==> config.mk <==
export PLATFORM = sky130hd
export DESIGN_NAME = fifo_rr_arbiter
export DESIGN_NICKNAME = d
export VERILOG_FILES = /design/src/rtl/fifo_rr_arbiter.sv
export SDC_FILE = /design/constraint.sdc
export NUM_CORES = 1
export LEC_CHECK = 0
export CORE_MARGIN = 10
export CORE_UTILIZATION = 44
export CTS_CLUSTER_SIZE = 25
export DETAILED_ROUTE_END_ITERATION = 16
export PLACE_DENSITY_LB_ADDON = 0.08
export SLEW_MARGIN = 20
export SYNTH_ARGS = -nofsm -noshare
export SYNTH_HDL_FRONTEND = slang
export SYNTH_SLANG_ARGS = --single-unit
==> constraint.sdc <==
create_clock -name clk -period 2.3 [get_ports clk]
set_input_delay 0.46 -clock clk [delete_from_list [all_inputs] [get_ports clk]]
set_output_delay 0.46 -clock clk [all_outputs]
set_load 0.005 [all_outputs]
==> src/rtl/fifo_rr_arbiter.sv <==
// Round-robin arbiter sharing one fifo producer port among N_REQ producers.
// A grant lasts up to MAX_BURST beats; every new grant costs one idle bubble.

module fifo_rr_arbiter_lane (
    input  logic sel,
    input  logic irdy,
    input  logic f_trdy,
    output logic trdy,
    output logic fwd_irdy
);
    // A non-owner lane is fully masked, so its irdy never reaches its trdy.
    assign fwd_irdy = sel & irdy;
    assign trdy     = sel & irdy & f_trdy;
endmodule

module fifo_rr_arbiter #(
    parameter int  N_REQ     = 4,
    parameter type T_        = logic [2:0],
    parameter int  MAX_BURST = 4,
    localparam int LOGN      = $clog2(N_REQ)
) (
    input  logic             clk,
    input  logic             rst,
    input  logic [N_REQ-1:0] p2a_irdy,
    output logic [N_REQ-1:0] a2p_trdy,
    input  T_                p_data [N_REQ],
    output logic             a2f_irdy,
    input  logic             f2a_trdy,
    output T_                data_out,
    output logic             grant_vld,
    output logic [LOGN-1:0]  grant_id
);
    localparam int CW = $clog2(MAX_BURST + 1);

    typedef enum logic {IDLE, GRANT} state_t;

    state_t          state;
    logic [LOGN-1:0] owner;
    logic [LOGN-1:0] rr_ptr;
    logic [CW-1:0]   burst_cnt;

    logic [N_REQ-1:0] lane_irdy;
    logic [LOGN-1:0]  pick;
    logic [LOGN-1:0]  nxt_owner;
    logic             owner_irdy;
    logic             beat;
    logic             last_beat;
    logic             found;
    int               idx;

    for (genvar i = 0; i < N_REQ; i++) begin : g_lane
        fifo_rr_arbiter_lane u_lane (
            .sel      (grant_vld && (owner == LOGN'(i))),
            .irdy     (p2a_irdy[i]),
            .f_trdy   (f2a_trdy),
            .trdy     (a2p_trdy[i]),
            .fwd_irdy (lane_irdy[i])
        );
    end

    assign a2f_irdy   = |lane_irdy;
    assign data_out   = grant_vld ? p_data[owner] : '0;
    assign owner_irdy = p2a_irdy[owner];
    assign beat       = grant_vld & owner_irdy & f2a_trdy;
    assign last_beat  = (burst_cnt == CW'(MAX_BURST - 1));
    assign nxt_owner  = (owner == LOGN'(N_REQ - 1)) ? '0 : owner + LOGN'(1);

    // First requester at or after rr_ptr, wrapping by compare so N_REQ need not be 2^n.
    always_comb begin
        pick  = rr_ptr;
        found = 1'b0;
        idx   = 0;
        for (int k = 0; k < N_REQ; k++) begin
            idx = int'(rr_ptr) + k;
            if (idx >= N_REQ) idx = idx - N_REQ;
            if (!found && p2a_irdy[idx]) begin
                found = 1'b1;
                pick  = LOGN'(idx);
            end
        end
    end

    always_ff @(posedge clk or negedge rst) begin
        if (!rst) begin
            state     <= IDLE;
            owner     <= '0;
            rr_ptr    <= '0;
            burst_cnt <= '0;
            grant_vld <= 1'b0;
            grant_id  <= '0;
        end else begin
            case (state)
                IDLE: begin
                    if (|p2a_irdy) begin
                        state     <= GRANT;
                        owner     <= pick;
                        grant_id  <= pick;
                        grant_vld <= 1'b1;
                        burst_cnt <= '0;
                    end
                end
                GRANT: begin
                    if (!owner_irdy || (beat && last_beat)) begin
                        state     <= IDLE;
                        rr_ptr    <= nxt_owner;
                        grant_vld <= 1'b0;
                        grant_id  <= '0;
                    end else if (beat) begin
                        burst_cnt <= burst_cnt + CW'(1);
                    end
                end
                default: state <= IDLE;
            endcase
        end
    end
endmodule
== Word level (Yosys, flattened, before mapping) ==
Index checks and enable logic that the tools add are counted.

* Equal/unequal tests: 8
* Reductions and logical operators: 20
* Bitwise gates (word level): 12
* $add $sub $neg: 9
* $lt $le $gt $ge: 10
* Multiplexer cells: 43

{| class="wikitable"
|+ Operators by type and width
! kind !! number
|-
| $lt 32x4->1 const B || 4
|-
| $mux 32 || 4
|-
| $mux 3 || 6
|-
| $mux 1 || 16
|-
| $mux 2 || 7
|-
| $ge 3x3->1 const B || 4
|-
| $sub 3x3->4 const B || 3
|-
| $and 1x1->1 || 10
|-
| $bmux 1 s2 || 5
|-
| $logic_and 1x1->1 || 8
|-
| $reduce_or 4->1 || 2
|-
| $add 2x2->3 const B || 2
|-
| $bmux 3 s2 || 1
|-
| $pmux 3 s2 || 1
|-
| $reduce_and 2->1 || 3
|-
| $eq 2x2->1 const B || 2
|-
| $logic_not 1->1 || 4
|-
| $ne 2x1->1 const B || 2
|-
| $ne 2x2->1 const B || 2
|-
| $pmux 1 s2 || 2
|-
| $pmux 2 s2 || 1
|-
| $sub 2x3->4 const B || 1
|-
| $add 2x1->3 const B || 1
|-
| $add 3x1->3 const B || 1
|-
| other kinds (10) || 10
|}

* Register bits after elaboration: 11
* Input port bits: 19
* Output and inout bits: 11

== Logic depth before layout (Yosys ltp) ==
Gate-level depths: netlist (run 1).

* Depth in word-level cells: 17
* Depth in mapped cells: 6
* Depth with buffers taken out: 6

== Modules after synthesis ==
Synthesis (run 1) repeated with hierarchy kept, for this count alone.

* Cells, all modules: 82
* Area, all modules: 857.1 um^2

{| class="wikitable"
|+ Modules (own cells, without submodules)
! module !! cells an instance !! sequential area each (um^2) !! instances !! area each (um^2)
|-
| fifo_rr_arbiter || 74 || 275.3 || 1 || 807.0
|-
| fifo_rr_arbiter_lane || 2 || 0.0 || 4 || 12.5
|}

== Least setup slack after synthesis (run 1) ==
Ideal clock, no wire load.

* Path type: reg2reg
* Start point: reg owner[0]
* End point: reg rr_ptr[0]
* Stages on the path, launching flop included: 5
* Path slack: 0.605 ns
* Arrival: 1.570 ns
* Setup time: 0.125 ns
* Cell sequence: dfrtp_1 buf_6 mux4_2 a21boi_4 mux2_4

* Word-level cells in the longest chain between the ends: 7
* Elaborated cells between the ends (all ways): 11
* Those cells by class: 1 x add/sub; 1 x eq/ne; 3 x mux; 2 x bitwise; 4 x reduce/logical

{| class="wikitable"
|+ RTL lines
! item !! RTL line !! text
|-
| start: declaration || 38 || <nowiki>logic [LOGN-1:0] owner;</nowiki>
|-
| start signal: assignment || 96 || <nowiki>owner <= pick;</nowiki>
|-
| $bmux 1 s2 || 63 || <nowiki>assign owner_irdy = p2a_irdy[owner];</nowiki>
|-
| $mux 1 (not written as such) || 63 ||
|-
| $and 1x1->1 (2 in a row) || 64 || <nowiki>assign beat = grant_vld & owner_irdy & f2a_trdy;</nowiki>
|-
| $logic_and 1x1->1 || 103 || <nowiki>if (!owner_irdy || (beat && last_beat)) begin</nowiki>
|-
| $logic_or 1x1->1 || 103 ||
|-
| $reduce_and 2->1 (no source line) || - ||
|-
| end signal: assignment || 105 || <nowiki>rr_ptr <= nxt_owner;</nowiki>
|-
| end: declaration || 39 || <nowiki>logic [LOGN-1:0] rr_ptr;</nowiki>
|}

Parallel ways exist; a longest one is shown, timed or not. The select of a mux whose other input is x is not followed.
A chain may end at the register's enable or synchronous reset.

==> results of run 1 <==
## per-layer routing
layer | share of wire | track usage | routed length, µm
met5 | 0 | 0 | 0
met4 | 0.011 | 0.02459 | 23
met3 | 0.034 | 0.02962 | 73
met2 | 0.58 | 0.2201 | 1262
met1 | 0.37 | 0.1084 | 806
## layout by cell type (no fill, tap or decap), types with 2 or more instances in the layout
master	synthesis	routed
clkdlybuf4s50_1	0	25
nand2_1	9	9
dfrtp_1	11	9
nor2_1	8	8
buf_4	4	7
ha_1	6	6
inv_1	5	5
a21o_1	4	4
nor2b_1	4	4
mux4_1	3	3
and2_1	3	3
nand3_1	3	3
mux2i_1	3	3
clkbuf_4	0	3
dlygate4sd2_1	0	3
mux2_4	2	2
a21oi_1	2	2
nand2b_1	2	2
o21ai_0	2	2
o21bai_1	2	2
dfrtp_2	0	2
## worst paths after layout
check	endpoint	slack, ns	cells past startpoint
max in group asynchronous	owner[0]$_DFFE_PN0P_	1.39	1
min in group asynchronous	grant_vld$_DFFE_PN0P_	0.53	1
worst max-delay path	data_out[1]	0.06	4
worst min register to register	grant_id[0]$_DFFE_PN0P_	0.49	1
worst min-delay path	grant_id[0]$_DFFE_PN0P_	0.49	1
worst max register to register	rr_ptr[0]$_DFFE_PN0P_	0.48	4
## worst register-to-register path, cell delays in order (launching register included)
cell,delay [ns]
dfrtp_2,0.45
buf_4,0.16
mux4_2,0.54
a21boi_4,0.25
mux2_4,0.32
## power groups by stage
stage               sequential, µW  clock, µW  combinational (µW)
finish                         391        137                 699
global route                   407        149                 767
CTS                            392        143                 698
detailed placement             392          0                 717
global placement               386          0                 698
floorplan                      352          0                 463
## logic make-up (layout without fill, tap and decap cells)
kind of cell               Yosys count  count (layout)  share of synthesized area
buffers and inverters               10              46                    0.07122
DFF                                 11              11                     0.3264
muxes                                9               9                     0.1914
AOI/OAI and AO/OA                   16              16                     0.1543
and+or+nand+nor                     30              30                     0.1676
adders and majority gates            6               6                    0.08902
## per-stage QoR
step                utilization  worst slack [ns]  hold WS, ns
detailed placement       0.6667           -0.1454       0.4767
CTS                      0.6809           0.01904       0.4890
floorplan                     -            0.6046       0.1644
finish                   0.6887           0.05650       0.4887
global placement         0.6667           -0.1054       0.4650
global route             0.6887         -0.003298       0.5139
## what timing repair did
| action | in CTS | in global routing |
|---|---|---|
| gates resized for setup | 5 | 2 |
| pin swaps | 0 | 0 |
| endpoints found under the setup margin | 4 | 1 |
| setup buffers | 0 | 1 |
## layout make-up
class	count	share of cell area
Clock buffer	4	0.02163
Sequential cell	11	0.2286
Timing Repair Buffer	37	0.2904
Inverter	5	0.01545
Multi-Input combinational cell	61	0.4181
Tap cell	25	0.02575
## registers in the layout (all words and copies together) (netlist names)
name	count
grant_vld	1
rr_ptr	2
state	1
owner	2
grant_id	2
burst_cnt	3
==> impl_metrics.yaml, run 1 <==
status:
  status: "finished, final reports clean"
sta:
  fin_setup_tns_ns: 0
  worst_pin_slew_ns: 0.5257
  finalHoldViolations: 0
  finalCriticalPeriod_ns: 2.244
  fmax_ghz: 0.4457
  fin_crit_sh: 0.9754
  setup_viol: 0
  finalClockSkew_ns: 0.005179
  slew_viol_final: 0
  slew_headroom: 0.6484
global_route:
  grt_pass1_wl_mm: 3.670
  antenna_found_initial: 0
  grt_max_degree: 12
  grt_usage: 0.1103
  grt_pass1_vias: 841
  overflow: 0
pwr:
  internal_power_uw: 776.8
  peakVddDrop_uv: 702.7
  comb_power_share: 0.570
  p_per_area_mw_per_mm2: 1010
  power_uw: 1227
  p_sw_frac: 0.3671
  clockPowerShare: 0.112
  leakagePower_uw: 0.0005915
  power_switching_uw: 450.5
  seqPwrFrac: 0.319
synthesis:
  synth_flop_cell: "dfrtp_1"
  yosys.area.top_type: "dfrtp_1"
  async_reset_ff_frac: 1.000
  post-synth-top-count-cell: "dfrtp_1"
  netlist_top_cells_count: "dfrtp_1, nand2_1, nor2_1, ha_1, inv_1"
  avgSynthCellArea_um2: 10.28
  ys_seq_area_frac: 0.3264
  synth_nets: 107
  syn_inst: 82
  syn_area_um2: 843.3
  yosysWarnings: 0
  ys_ff_latch: 11
  yosysTopAreaCellShare: 0.3264
  netlist-cell-type-count: 26
  ys_top_cells_by_area: "dfrtp_1, mux4_1, ha_1"
  synth_edf_count: 0
critical_path:
  path_cells: "clkdlybuf4s50_1 > mux4_1 > and2_1 > dlygate4sd2_1"
  required_ns: 1.84
  startpoint_type: "primary input"
  worst-setup-path-type: "primary input to output port"
  critPathMaxStageDelay_ns: 0.50
  path_max_fanout: 1
  cp_top_family: "buffers and inverters"
  endpoint_kind: "output port"
  critPathLaunch: "p_data[7]"
  r2r-start: "owner[0]$_DFFE_PN0P_"
  slowest_stage: "mux4_1"
  arrival_ns: 1.78
  cp_num_buf_inv: 2
clocking:
  h-tree-depth: 1
  cts_tree: "yes"
  hold_buffers: 0
  cts-root-buf: "clkbuf_4"
  cts_buffer_depth: 2
  path_clk_slew_ns: 0.07
  insertion_delay_ns: 0.27
  cts_sinks: 11
  cts-buffers-inserted: 3
drt:
  firstDrtPassIters: 4
  wl_per_cell_um: 15.14
  route.vias.total: 739
  initialDrtViolationCount: 18
  drt-total-wl_mm: 2.165
  vias_per_cell: 5.168
  drc: 0
  ant_nets: 0
cells_and_area:
  multi_input_area_um2: 508.0
  drive_above_1_share: 0.1610
  diodes: 0
  seqCellArea_um2: 277.8
  layout.nets: 144
  stdcell_area_mm2: 0.001215
  nFillCells: 159
  fin_cells: 143
  syn_to_final_growth_pct: 44.07
place:
  placed_area_mm2: 0.001176
  dp.cells: 138
  dp_hpwl_mm: 1.821
  port_buffers: 29
  gp_congestion: 0.7972
min_path:
  worstHoldPathType: "flip-flop to flip-flop"
  worst_hold_startpoint: "grant_id[0]$_DFFE_PN0P_"
floorplanning:
  die_x_um: 63.78
  die_h_um: 63.78
  die-area_mm2: 0.004068
  pin_count: 30
  coreArea_mm2: 0.001764
  initial_core_util: 0.4780
  core.rowCount: 15
run:
  max-cap-violations: 0
Note: power is estimated with default switching activity, not from simulation.
==> run 2: changes to the inputs <==
- CAP_MARGIN: unset -> 5
==> results of run 2 <==
Final layout, timing and power as in run 1 (identical DEF).
